File: config.mk
export PLATFORM = sky130hd
export DESIGN_NAME = idc_stream_driver
export DESIGN_NICKNAME = d
export VERILOG_FILES = /design/src/rtl/idc_stream_driver.sv
export SDC_FILE = /design/constraint.sdc
export NUM_CORES = 1
export LEC_CHECK = 0
export ABC_AREA = 1
export CORE_MARGIN = 1
export CORE_UTILIZATION = 30
export CTS_CLUSTER_SIZE = 24
export DETAILED_ROUTE_END_ITERATION = 7
export GPL_ROUTABILITY_DRIVEN = 0
export PLACE_DENSITY = 0.5
export SYNTH_ARGS = -nofsm -noshare
export SYNTH_HDL_FRONTEND = slang
export SYNTH_SLANG_ARGS = --single-unit
File: constraint.sdc
create_clock -name clk -period 2.5 [get_ports clk]
set_clock_uncertainty 0.05 [all_clocks]
set_input_delay 0.625 -clock clk [delete_from_list [all_inputs] [get_ports clk]]
set_output_delay 0.625 -clock clk [all_outputs]
set_load 0.03 [all_outputs]
File: src/rtl/idc_stream_driver.sv
// -----------------------------------------------------------------------------
// idc_stream_driver
//
// Purpose:
//   Transmit-side companion of the IDC core. The host loads an 8x8 pixel frame
//   and an op list into local buffers. A start pulse then replays the frame to
//   the IDC input protocol: 64 back-to-back beats, with the op list riding on
//   the first 15 beats. The driver then captures the IDC output burst of up to
//   16 words into a result buffer that the host reads back combinationally.
//   A watchdog ends the frame if the IDC goes quiet for too long.
//
// Ports:
//   clk, rst             clock; asynchronous active-high reset
//   ld_en/ld_sel/        host load strobe, buffer select (0 pix, 1 op),
//   ld_addr/ld_data      address and data (accepted only while idle)
//   start, cg_mode       frame start pulse; cg_mode is latched onto idc_cg_en
//   rd_addr, rd_data     result buffer read port (combinational)
//   busy, done           frame in progress; one-cycle completion pulse
//   timeout, proto_err   sticky status, cleared by the next accepted start
//   idc_in_valid/_data,  IDC input side (registered)
//   idc_op, idc_cg_en
//   idc_out_valid/_data  IDC output side
// -----------------------------------------------------------------------------
module idc_stream_driver #(
  parameter int PIX_W   = 7,
  parameter int OP_W    = 4,
  parameter int N_PIX   = 64,
  parameter int N_OP    = 15,
  parameter int N_OUT   = 16,
  parameter int TIMEOUT = 1023
) (
  input  logic             clk,
  input  logic             rst,
  input  logic             ld_en,
  input  logic             ld_sel,
  input  logic [5:0]       ld_addr,
  input  logic [PIX_W-1:0] ld_data,
  input  logic             start,
  input  logic             cg_mode,
  input  logic [3:0]       rd_addr,
  output logic [PIX_W-1:0] rd_data,
  output logic             busy,
  output logic             done,
  output logic             timeout,
  output logic             proto_err,
  output logic             idc_in_valid,
  output logic [PIX_W-1:0] idc_in_data,
  output logic [OP_W-1:0]  idc_op,
  output logic             idc_cg_en,
  input  logic             idc_out_valid,
  input  logic [PIX_W-1:0] idc_out_data
);

  typedef enum logic [2:0] {
    S_IDLE,
    S_SEND,
    S_WAIT,
    S_CAPT,
    S_DONE
  } state_t;

  // Buffers: not reset, contents survive an aborted frame.
  logic [PIX_W-1:0] pix_mem [N_PIX];
  logic [OP_W-1:0]  op_mem  [16];     // entry 15 is never written or sent
  logic [PIX_W-1:0] res_mem [N_OUT];

  state_t           state_q, state_d;
  logic [5:0]       pix_cnt_q, pix_cnt_d;
  logic [4:0]       res_cnt_q, res_cnt_d;
  logic [9:0]       wait_cnt_q, wait_cnt_d;
  logic             busy_q, busy_d;
  logic             done_q, done_d;
  logic             timeout_q, timeout_d;
  logic             proto_err_q, proto_err_d;
  logic             in_valid_q, in_valid_d;
  logic [PIX_W-1:0] in_data_q, in_data_d;
  logic [OP_W-1:0]  op_q, op_d;
  logic             cg_en_q, cg_en_d;

  logic             ld_accept;
  logic             pix_we;
  logic             op_we;
  logic             res_we;
  logic [3:0]       res_waddr;
  logic [5:0]       nxt_cnt;
  logic [OP_W-1:0]  nxt_op;
  logic [PIX_W-1:0] first_pix;
  logic [OP_W-1:0]  first_op;
  logic [9:0]       wait_inc;
  logic             wait_expired;

  assign ld_accept    = ld_en && (state_q == S_IDLE);
  assign pix_we       = ld_accept && !ld_sel;
  assign op_we        = ld_accept && ld_sel && (ld_addr[3:0] != 4'hF);

  assign nxt_cnt      = pix_cnt_q + 6'd1;
  assign nxt_op       = (nxt_cnt < 6'(N_OP)) ? op_mem[nxt_cnt[3:0]] : '0;

  // A load in the same cycle as start lands first; forward it so beat 0
  // carries the freshly loaded value rather than the stale buffer entry.
  assign first_pix    = (pix_we && ld_addr == 6'd0) ? ld_data : pix_mem[0];
  assign first_op     = (op_we && ld_addr[3:0] == 4'd0) ? ld_data[OP_W-1:0] : op_mem[0];

  assign wait_inc     = (wait_cnt_q == 10'h3FF) ? wait_cnt_q : wait_cnt_q + 10'd1;
  // The counter has seen TIMEOUT idle cycles once this cycle is also idle.
  assign wait_expired = (wait_cnt_q == 10'(TIMEOUT - 1));

  always_comb begin
    state_d     = state_q;
    pix_cnt_d   = pix_cnt_q;
    res_cnt_d   = res_cnt_q;
    wait_cnt_d  = wait_cnt_q;
    busy_d      = busy_q;
    done_d      = 1'b0;
    timeout_d   = timeout_q;
    proto_err_d = proto_err_q;
    in_valid_d  = in_valid_q;
    in_data_d   = in_data_q;
    op_d        = op_q;
    cg_en_d     = cg_en_q;
    res_we      = 1'b0;
    res_waddr   = res_cnt_q[3:0];

    case (state_q)
      S_IDLE: begin
        if (start) begin
          state_d     = S_SEND;
          pix_cnt_d   = 6'd0;
          res_cnt_d   = 5'd0;
          wait_cnt_d  = 10'd0;
          busy_d      = 1'b1;
          cg_en_d     = cg_mode;
          timeout_d   = 1'b0;
          proto_err_d = 1'b0;
          in_valid_d  = 1'b1;
          in_data_d   = first_pix;
          op_d        = first_op;
        end
      end

      S_SEND: begin
        // The IDC must not answer before it has the whole frame.
        if (idc_out_valid) begin
          proto_err_d = 1'b1;
        end
        if (pix_cnt_q == 6'(N_PIX - 1)) begin
          state_d    = S_WAIT;
          wait_cnt_d = 10'd0;
          in_valid_d = 1'b0;
          in_data_d  = '0;
          op_d       = '0;
        end else begin
          pix_cnt_d = nxt_cnt;
          in_data_d = pix_mem[nxt_cnt];
          op_d      = nxt_op;
        end
      end

      S_WAIT: begin
        if (idc_out_valid) begin
          res_we     = 1'b1;
          res_waddr  = 4'd0;
          res_cnt_d  = 5'd1;
          wait_cnt_d = 10'd0;
          state_d    = S_CAPT;
        end else if (wait_expired) begin
          timeout_d = 1'b1;
          done_d    = 1'b1;
          state_d   = S_DONE;
        end else begin
          wait_cnt_d = wait_inc;
        end
      end

      S_CAPT: begin
        if (idc_out_valid) begin
          res_we     = 1'b1;
          res_cnt_d  = res_cnt_q + 5'd1;
          wait_cnt_d = 10'd0;
          if (res_cnt_q == 5'(N_OUT - 1)) begin
            done_d  = 1'b1;
            state_d = S_DONE;
          end
        end else if (wait_expired) begin
          timeout_d = 1'b1;
          done_d    = 1'b1;
          state_d   = S_DONE;
        end else begin
          wait_cnt_d = wait_inc;
        end
      end

      S_DONE: begin
        busy_d  = 1'b0;
        state_d = S_IDLE;
      end

      default: begin
        state_d = S_IDLE;
      end
    endcase
  end

  always_ff @(posedge clk or posedge rst) begin
    if (rst) begin
      state_q     <= S_IDLE;
      pix_cnt_q   <= '0;
      res_cnt_q   <= '0;
      wait_cnt_q  <= '0;
      busy_q      <= 1'b0;
      done_q      <= 1'b0;
      timeout_q   <= 1'b0;
      proto_err_q <= 1'b0;
      in_valid_q  <= 1'b0;
      in_data_q   <= '0;
      op_q        <= '0;
      cg_en_q     <= 1'b0;
    end else begin
      state_q     <= state_d;
      pix_cnt_q   <= pix_cnt_d;
      res_cnt_q   <= res_cnt_d;
      wait_cnt_q  <= wait_cnt_d;
      busy_q      <= busy_d;
      done_q      <= done_d;
      timeout_q   <= timeout_d;
      proto_err_q <= proto_err_d;
      in_valid_q  <= in_valid_d;
      in_data_q   <= in_data_d;
      op_q        <= op_d;
      cg_en_q     <= cg_en_d;
    end
  end

  always_ff @(posedge clk) begin
    if (pix_we) begin
      pix_mem[ld_addr] <= ld_data;
    end
    if (op_we) begin
      op_mem[ld_addr[3:0]] <= ld_data[OP_W-1:0];
    end
    if (res_we) begin
      res_mem[res_waddr] <= idc_out_data;
    end
  end

  assign rd_data      = res_mem[rd_addr];
  assign busy         = busy_q;
  assign done         = done_q;
  assign timeout      = timeout_q;
  assign proto_err    = proto_err_q;
  assign idc_in_valid = in_valid_q;
  assign idc_in_data  = in_data_q;
  assign idc_op       = op_q;
  assign idc_cg_en    = cg_en_q;

endmodule
# == Yosys cells after proc, flatten, opt, wreduce, memory -nomap -nowiden ==
# Memories as Yosys holds them, arrays and structs flattened.
# Cells that the tools add are included.
# W data, S select, Z words.
# word_totals
reg_bits,41
mem_bits_rw,624
inputBits,31
mem_count,3
# op_classes
add_sub_neg,3
magnitude_cmp,1
n_eq_ne,20
muxes,54
reduce_logical,26
# mem_list
name,depth,word_bits,read_ports,rd_ports_with_merged_regs,wr,line,rtl
pix_mem,64,7,2,0,1,63,logic [PIX_W-1:0] pix_mem [N_PIX];
res_mem,16,7,1,0,1,65,logic [PIX_W-1:0] res_mem [N_OUT];
op_mem,16,4,2,0,1,64,logic [OP_W-1:0] op_mem [16];
# op_table
operator,count
$mux W10,5
$pmux W10 S3,1
$mux W4,6
$mux W7,3
$eq A10 B10 Y1 const B,2
$mux W1,18
$mux W3,6
$mux W5,3
$pmux W5 S3,1
$ne A2 B2 Y1 const B,7
$pmux W7 S2,1
$mux W6,2
$pmux W3 S4,1
$pmux W6 S2,1
$reduce_and A3 Y1,4
$add A10 B1 Y10 const B,1
$pmux W1 S2,5
$ne A3 B3 Y1 const B,3
$pmux W4 S2,1
$reduce_and A4 Y1,2
$add A6 B1 Y6 const B,1
$eq A3 B2 Y1 const B,2
$eq A6 B6 Y1 const B,1
$logic_and A1 B1 Y1,6
other kinds (16),21

# == Logic depth before layout (Yosys ltp) ==
# Gate-level depths: netlist (run 1).
# logic_depth
word_depth,8
mapped_depth,17
ltp_nobuf,13

# == Least setup slack after synthesis (run 1) ==
# OpenSTA, ideal clock, no wires.
# synth_timing
path_type,input to register
start,input idc_out_valid
end,memory res_mem[3][0] (enable)
setup_time_ns,0.390
t_arrival_ns,2.183
required_ns,2.060
path_slack_ns,-0.124
stages,8
path_buffers,0
cell_sequence,inv_1 > nor2_2 > inv_1 > nor2_1 > nor2_1 > nor2_1 > nand2_1 > nor4_1
# synth_between
elab_chain_len,4
word_cells_on_any_way,6
# synth_lines
item,line,rtl
start: declaration,50,"input logic idc_out_valid,"
$mux W1,"160, 176",
$mux W1,--,
$mux W1,241,if (res_we) begin
$mux W1 (not written as such),242,res_mem[res_waddr] <= idc_out_data;
end: declaration,65,
# Parallel ways exist; a longest one is shown, timed or not.

# == Final worst setup path (run 1) ==
# layout_timing
start,register pix_cnt_q[0]
end,register in_data_q[5] (netlist: idc_in_data[5])
# layout_between
elab_chain_len,4
word_cells_on_any_way,5
# layout_lines
item,line,rtl
start: declaration,68,"logic [5:0] pix_cnt_q, pix_cnt_d;"
start signal: assignment,220,pix_cnt_q <= pix_cnt_d;
$add A6 B1 Y6,96,assign nxt_cnt = pix_cnt_q + 6'd1;
$mem_v2 Z64 W7,--,
$mux W7 (*),146,if (pix_cnt_q == 6'(N_PIX - 1)) begin
$pmux W7 S2 (*),124,case (state_q)
end signal: assignment,228,in_data_q <= in_data_d;
end: declaration,76,"logic [PIX_W-1:0] in_data_q, in_data_d;"
# Mark *: on every way between the ends. The rest lies on a longest branch, timed or not.
# A chain may end at the register's enable or synchronous reset.

==> results.txt, run 1 <==
Synth Flop Type -> edfxtp_1
final WL -> 79500 µm
Max Fclk -> 398 MHz
Yosys top cell by area -> edfxtp_1
Worst VDD drop -> 0.000808 V
Max Cap Viol -> 0
drt initial violations -> 1749
Synth top cells by count -> nand2_1 (747), edfxtp_1 (624), nand3_1 (344)
Worst-path clk slew -> 0.06 ns
grt total ovfl -> 0
post-synthesis sequential area ratio -> 0.694
mapped cell area -> 28500 µm²
DIE AREA -> 96200 µm²
total track usage -> 0.163
RSZ-0062 raised after global routing -> yes
clock sink total -> 665
Worst Setup End Kind -> register
DRT Pass-1 Iters -> 6
Net count, final -> 2940
power per cell area -> 1050 nW/µm²
WP buf/inv -> 2
period utilisation layout -> 1.00
status -> finished, violations left
port bufs -> 54
via count -> 19815
initial antenna violation count -> 0
Worst Hold Slack -> 0.204 ns
CP Cell Sequence -> ha_2 -> xnor2_4 -> buf_12 -> buf_8 -> nand3_1 -> nand3_1 -> nand3_1 -> nand3_1 -> nand2_1 -> nand2_1 -> a21oi_1
DP Wirelength -> 51100 µm
die extent in y -> 310 µm
# setup viols final -> 1
Setup WS post-layout -> -0.0111 ns
HP Class -> input pin to async pin
row cnt -> 112
root buf cell -> clkbuf_16
global-route wire length before repair -> 119000 µm
Top delay family on crit path -> simple AND/OR/NAND/NOR gates
post-layout util -> 0.373
wire length per cell -> 18.9 µm
clock tree buffer depth -> 3
CP Data Arrival Time -> 2.97 ns
cell leakage power -> 13.7 nW
Slowest-stage cell, CP -> dfrtp_4
core area -> 93700 µm²
critical path's most frequent cell -> nand3_1
syn_area_per_cell -> 10.7 µm²
# DRC -> 0
post-synthesis cell type count -> 40
FFs w/ async S/R, synth -> 0.0617
failing checks -> negative setup slack
synthesized instance count -> 2653
Hold Fails Final Rpt -> 0
CTS Buf Count -> 73
area grow syn2layout -> 22.9%
Post-synth EDFFs -> 624
later-pin clock latency in the skew report -> 0.63 ns
Yosys reg bits -> 665
Worst path max stage delay -> 0.52 ns
Tmin final -> 2.51 ns
Routed Antenna Nets -> 0
Ports -> 55
via/cell ratio -> 4.70
top cells by area, synth -> edfxtp_1 (66%), nand2_1 (9.8%), nand3_1 (6.0%)
Die Width -> 310 µm
Slew @ Worst Pin -> 0.681 ns
vias in the first global route -> 19604
most frequent cell after synthesis -> nand2_1
worst-path fanout max -> 19
H-tree levels -> 3
pin count of the biggest net entering global routing -> 96
Slew headroom -> 0.544
Initial Utilization -> 0.304
kind of critical path -> register to register
CTS tree -> yes
number of antenna diodes -> 0
synth warn -> 0
CP startpoint kind -> register
layout cells sized above 1 -> 0.143
Critical Path RT -> 2.96 ns
count of pins over their slew limit -> 0
share of the synthesized area in the top cell type -> 0.658
kinds of logic after synthesis:
| family | Yosys count | synth area share |
|---|---|---|
| flops | 665 | 0.694 |
| fa+ha+maj | 6 | 0.00264 |
| other cells | 1 | 0.000132 |
| compound gates | 221 | 0.0433 |
| mux | 28 | 0.00984 |
| simple gates | 1339 | 0.195 |
| buf+inv | 388 | 0.0538 |
| xor+xnor | 5 | 0.00180 |
layout make-up:
| class | count | area (µm²) |
|---|---|---|
| sequential | 665 | 19800 |
| multi-input combinational | 1603 | 7360 |
| tap | 1254 | 1570 |
| fill | 9098 | 58700 |
| timing repair buffer | 308 | 3030 |
| inverter | 252 | 958 |
| clock inverter | 50 | 439 |
| clock buffer | 84 | 1890 |
cells in the final DEF, fill, tap and decap left out, types with 4 or more instances in the layout:
| master | netlist | routed |
|---|---|---|
| nand3_1 | 344 | 338 |
| a22o_1 | 4 | 4 |
| buf_16 | 0 | 7 |
| mux2i_2 | 0 | 11 |
| clkbuf_1 | 78 | 10 |
| clkinvlp_4 | 0 | 6 |
| nand3_2 | 0 | 6 |
| clkdlybuf4s50_1 | 0 | 36 |
| ha_1 | 6 | 4 |
| buf_12 | 0 | 26 |
| inv_2 | 4 | 4 |
| clkbuf_16 | 0 | 79 |
| dfrtp_1 | 41 | 39 |
| mux2i_1 | 28 | 17 |
| nor2_2 | 4 | 4 |
| clkinv_1 | 2 | 21 |
| inv_6 | 0 | 5 |
| a21oi_2 | 0 | 5 |
| o21ai_0 | 109 | 95 |
| buf_2 | 43 | 8 |
| a21oi_1 | 61 | 56 |
| bufinv_16 | 0 | 6 |
| nor2_1 | 201 | 201 |
| inv_1 | 246 | 244 |
| nor3_1 | 28 | 28 |
| clkinv_2 | 0 | 11 |
| nand4_1 | 7 | 7 |
| o21ai_1 | 2 | 16 |
| buf_6 | 0 | 12 |
| conb_1 | 1 | 4 |
| buf_4 | 6 | 208 |
| o211ai_1 | 31 | 31 |
| nand2_2 | 2 | 5 |
| edfxtp_1 | 624 | 624 |
| nand2_1 | 747 | 744 |
final timing paths:
path	slack, ns	cells after the start	to	from
setup reg to reg	-0.01	11	idc_in_data[5]$_DFFE_PP0P_	pix_cnt_q[0]$_DFFE_PP0P_
hold / removal	0.20	2	idc_in_data[1]$_DFFE_PP0P_	rst
setup / recovery	-0.01	11	idc_in_data[5]$_DFFE_PP0P_	pix_cnt_q[0]$_DFFE_PP0P_
min in group clk	0.40	1	op_mem[15][1]$_DFFE_PP_	ld_data[1]
hold reg to reg	0.43	2	idc_cg_en$_DFFE_PP0P_	idc_cg_en$_DFFE_PP0P_
max in group asynchronous	1.72	3	pix_cnt_q[0]$_DFFE_PP0P_	rst
through the flow:
stage               cell area [µm²]  total power [mW]  setup TNS [ns]  std cells  setup slack, ns
floorplan                     28500              20.6               0       2656           0.0157
global placement              32200              25.4          -65.91       4068           -0.330
detailed placement            32200              25.5          -76.40       4068           -0.328
CTS                           34700              36.3         -0.0413       4206          -0.0413
global route                  35000              38.6          -0.259       4216          -0.0803
finish                        35000              36.6         -0.0111       4216          -0.0111
routing by layer:
layer | GRT usage | share of wire | up-vias
met1 | 0.225 | 0.45 | 9586
met4 | 0.0554 | 0.032 | 0
met3 | 0.0279 | 0.056 | 139
met2 | 0.260 | 0.46 | 584
met5 | 0 | 0 | -
li1 | - | - | 9506
what timing repair did:
item                                    4_1_cts  5_1_grt
hold buffers                                  0        0
setup buffers                                 0        5
gates resized for setup                      31       46
endpoints found under the hold margin         0        0
cloned                                        4        5
pin swaps                                     6       10
endpoints found under the setup margin       12       31
sequential cells by signal, summed over array words and instances (netlist names):
register	cells
done	1
pix_cnt_q	6
res_mem	112
res_cnt_q	5
busy	1
idc_in_data	7
timeout	1
op_mem	64
idc_op	4
idc_cg_en	1
wait_cnt_q	10
state_q	3
proto_err	1
pix_mem	448
idc_in_valid	1
where the power goes:
| group | internal, mW | switching [mW] | total [mW] |
|---|---|---|---|
| Sequential | 12.5 | 0.210 | 12.7 |
| Combinational | 4.67 | 8.70 | 13.4 |
| Clock | 6.07 | 4.48 | 10.6 |
Note: power is estimated with default switching activity, not from simulation.
==> run 2, diff against run 1 <==
Settings changed: CORE_UTILIZATION 30 to 56, PLACE_DENSITY 0.5 to 0.8.
==> run 2 against run 1 <==
Cell area down 2.4%. Wire length fell by 3.9%. Sequential power hardly changed. Count of clock-buffer cells in the layout grew 3. Via count rose by 6.9%. Clock power down 7%. Critical endpoint is now idc_in_data[4]$_DFFE_PP0P_. Total power is 0.92% higher. Critical path type unchanged. Non-clock buffer count is 17 lower. Largest power group unchanged. Hold slack better by 0.12 ns. The run still ends with negative setup slack left.
==> results.txt, run 2 (synthesis gave the netlist of run 1 again) <==
status -> finished, violations left
failing checks -> negative setup slack
sw frac -> 0.369
combinational fraction of design power -> 0.390
Slew headroom -> 0.504
Tot Pwr -> 36.9 mW
DP Wirelength -> 44400 µm
Power Internal -> 23.3 mW
# DRC -> 0
reg2reg end -> idc_in_data[4]$_DFFE_PP0P_
Hold Fails Final Rpt -> 0
CTS tree -> yes
CP Capture Point -> idc_in_data[4]$_DFFE_PP0P_
Initial Utilization -> 0.568
via count -> 21176
origin of the critical flop-to-flop path -> pix_cnt_q[0]$_DFFE_PP0P_
fillcell total -> 3203
power per cell area -> 1080 nW/µm²
worst setup path startpoint -> pix_cnt_q[0]$_DFFE_PP0P_
Setup TNS -> -0.634 ns
area grow syn2layout -> 20.0%
Worst Setup End Kind -> register
layout cells sized above 1 -> 0.145
Worst Hold Slack -> 0.328 ns
worst-path fanout max -> 20
count of pins over their slew limit -> 0
CTS Buf Count -> 68
core area -> 50200 µm²
drt initial violations -> 3063
RSZ-0062 raised after global routing -> yes
final WL -> 76400 µm
CP startpoint kind -> register
wire length on met2 -> 36800 µm
DRT Pass-1 Iters -> 7
wire length per cell -> 21.2 µm
Net Sw Power -> 13.6 mW
Ports -> 55
register area -> 19800 µm²
Setup WS post-layout -> -0.107 ns
total track usage -> 0.286
row cnt -> 82
root buf cell -> clkbuf_16
global-route wire length before repair -> 111000 µm
H-tree levels -> 3
largest reg by FF count -> pix_mem
Critical Path RT -> 2.94 ns
most frequent cells in the layout -> nand2_1 (738), edfxtp_1 (624), nand3_1 (325)
initial antenna violation count -> 0
HP Class -> input pin to async pin
CP Data Arrival Time -> 3.05 ns
Hold Buf Count CTS -> 0
clock tree buffer depth -> 3
Routed Antenna Nets -> 0
period utilisation layout -> 1.04
die extent in y -> 228 µm
power share of the clock group -> 0.267
reg2reg setup slack -> -0.11 ns
pin count of the biggest net entering global routing -> 127
port bufs -> 54
cell leakage power -> 13.6 nW
grt total ovfl -> 0
Slew @ Worst Pin -> 0.741 ns
met1 wire length -> 27900 µm
Met3 Wirelength -> 7750 µm
sequential fraction of design power -> 0.344
vias in the first global route -> 20259
# setup viols final -> 11
later-pin clock latency in the skew report -> 0.61 ns
Die Width -> 228 µm
Worst-path clk slew -> 0.06 ns
most common cell after layout, fill and taps aside -> nand2_1
Tmin final -> 2.61 ns
Worst VDD drop -> 0.000773 V
Multi-input gate area -> 7530 µm²
via/cell ratio -> 5.88
DIE AREA -> 51800 µm²
Worst R2R Path Depth -> 9
Net count, final -> 2918
number of antenna diodes -> 0
Max Cap Viol -> 0
highest metal used -> met4
max reg flops -> 448
kind of critical path -> register to register
clock sink total -> 665
Max Fclk -> 384 MHz
-- run 2: changes by cell type in the layout (fill, tap and decap cells not counted), moves of 3 or more --
cell and change:
buf_12 -7, buf_4 -14, buf_6 -3, bufbuf_16 +3, clkbuf_1 +3, clkbuf_8 +4, clkinv_1 -9, inv_6 -3
mux2i_2 -3, mux2i_4 +5, nand2_1 -6, nand2_2 +5, nand3_1 -13, nand3_2 +13
-- run 2: power by group through the flow --
| stage | Combinational, mW | Sequential (mW) | Clock [mW] |
|---|---|---|---|
| after global placement | 11.5 | 12.9 | 0 |
| final | 14.4 | 12.7 | 9.85 |
| after detailed placement | 11.8 | 12.9 | 0 |
| after CTS | 12.6 | 12.7 | 9.89 |
| after global routing | 15.3 | 12.7 | 10.4 |
| after floorplan | 7.53 | 13.1 | 0 |
-- run 2: worst min path at each step --
stage                               from                         to  slack [ns]
6_report                             rst   pix_cnt_q[3]$_DFFE_PP0P_        0.33
5_1_grt                       ld_data[1]    op_mem[10][1]$_DFFE_PP_        0.33
4_1_cts                              rst   pix_cnt_q[3]$_DFFE_PP0P_        0.30
3_5_place_dp       proto_err$_DFFE_PP0P_      proto_err$_DFFE_PP0P_        0.43
3_3_place_gp       idc_cg_en$_DFFE_PP0P_      idc_cg_en$_DFFE_PP0P_        0.42
2_1_floorplan  wait_cnt_q[9]$_DFFE_PP0P_  wait_cnt_q[9]$_DFFE_PP0P_        0.44
-- run 2: area by class of cell --
type | instances | share of cell area
Multi-Input combinational cell | 1603 | 0.220
Clock buffer | 87 | 0.0543
Timing Repair Buffer | 291 | 0.0857
Sequential cell | 665 | 0.578
Clock inverter | 34 | 0.00900
Tap cell | 672 | 0.0246
Inverter | 252 | 0.0280
-- run 2: routing by layer --
| metal | vias up | global-route usage |
|---|---|---|
| met3 | 288 | 0.0572 |
| met4 | 0 | 0.145 |
| met2 | 1427 | 0.462 |
| met1 | 10007 | 0.368 |
| met5 | - | 0 |
| li1 | 9454 | - |
-- run 2: per-stage QoR --
step                area (µm²)  setup slack (ns)  std cells  utilization
floorplan                28500            0.0157       2656            -
global placement         31100            -0.221       3452        0.620
detailed placement       31100            -0.340       3452        0.620
CTS                      33500          -0.00380       3580        0.668
global route             34200            -0.192       3604        0.682
finish                   34200            -0.107       3604        0.682
-- run 2: what timing repair did --
action | 4_1_cts | 5_1_grt
setup endpoints to repair | 14 | 17
buffers inserted | 2 | 15
pin swaps | 7 | 20
gates cloned | 5 | 9
hold endpoints to repair | 0 | 0
resized for setup | 26 | 78
-- run 2: worst max-delay path: stages, from the launching register on --
cell and delay (ns):
dfrtp_4 0.51, buf_16 0.18, nand4_1 0.19, nor2_2 0.21
xor2_2 0.51, inv_1 0.33, nand3_2 0.24, nand2_2 0.09
nand2_1 0.08, a21oi_1 0.07
==> run 3, diff against run 2 <==
Settings changed: SLEW_MARGIN from default to 10.
==> results of run 3 <==
Same layout as run 2: the final DEF is identical, and so are final timing and power.
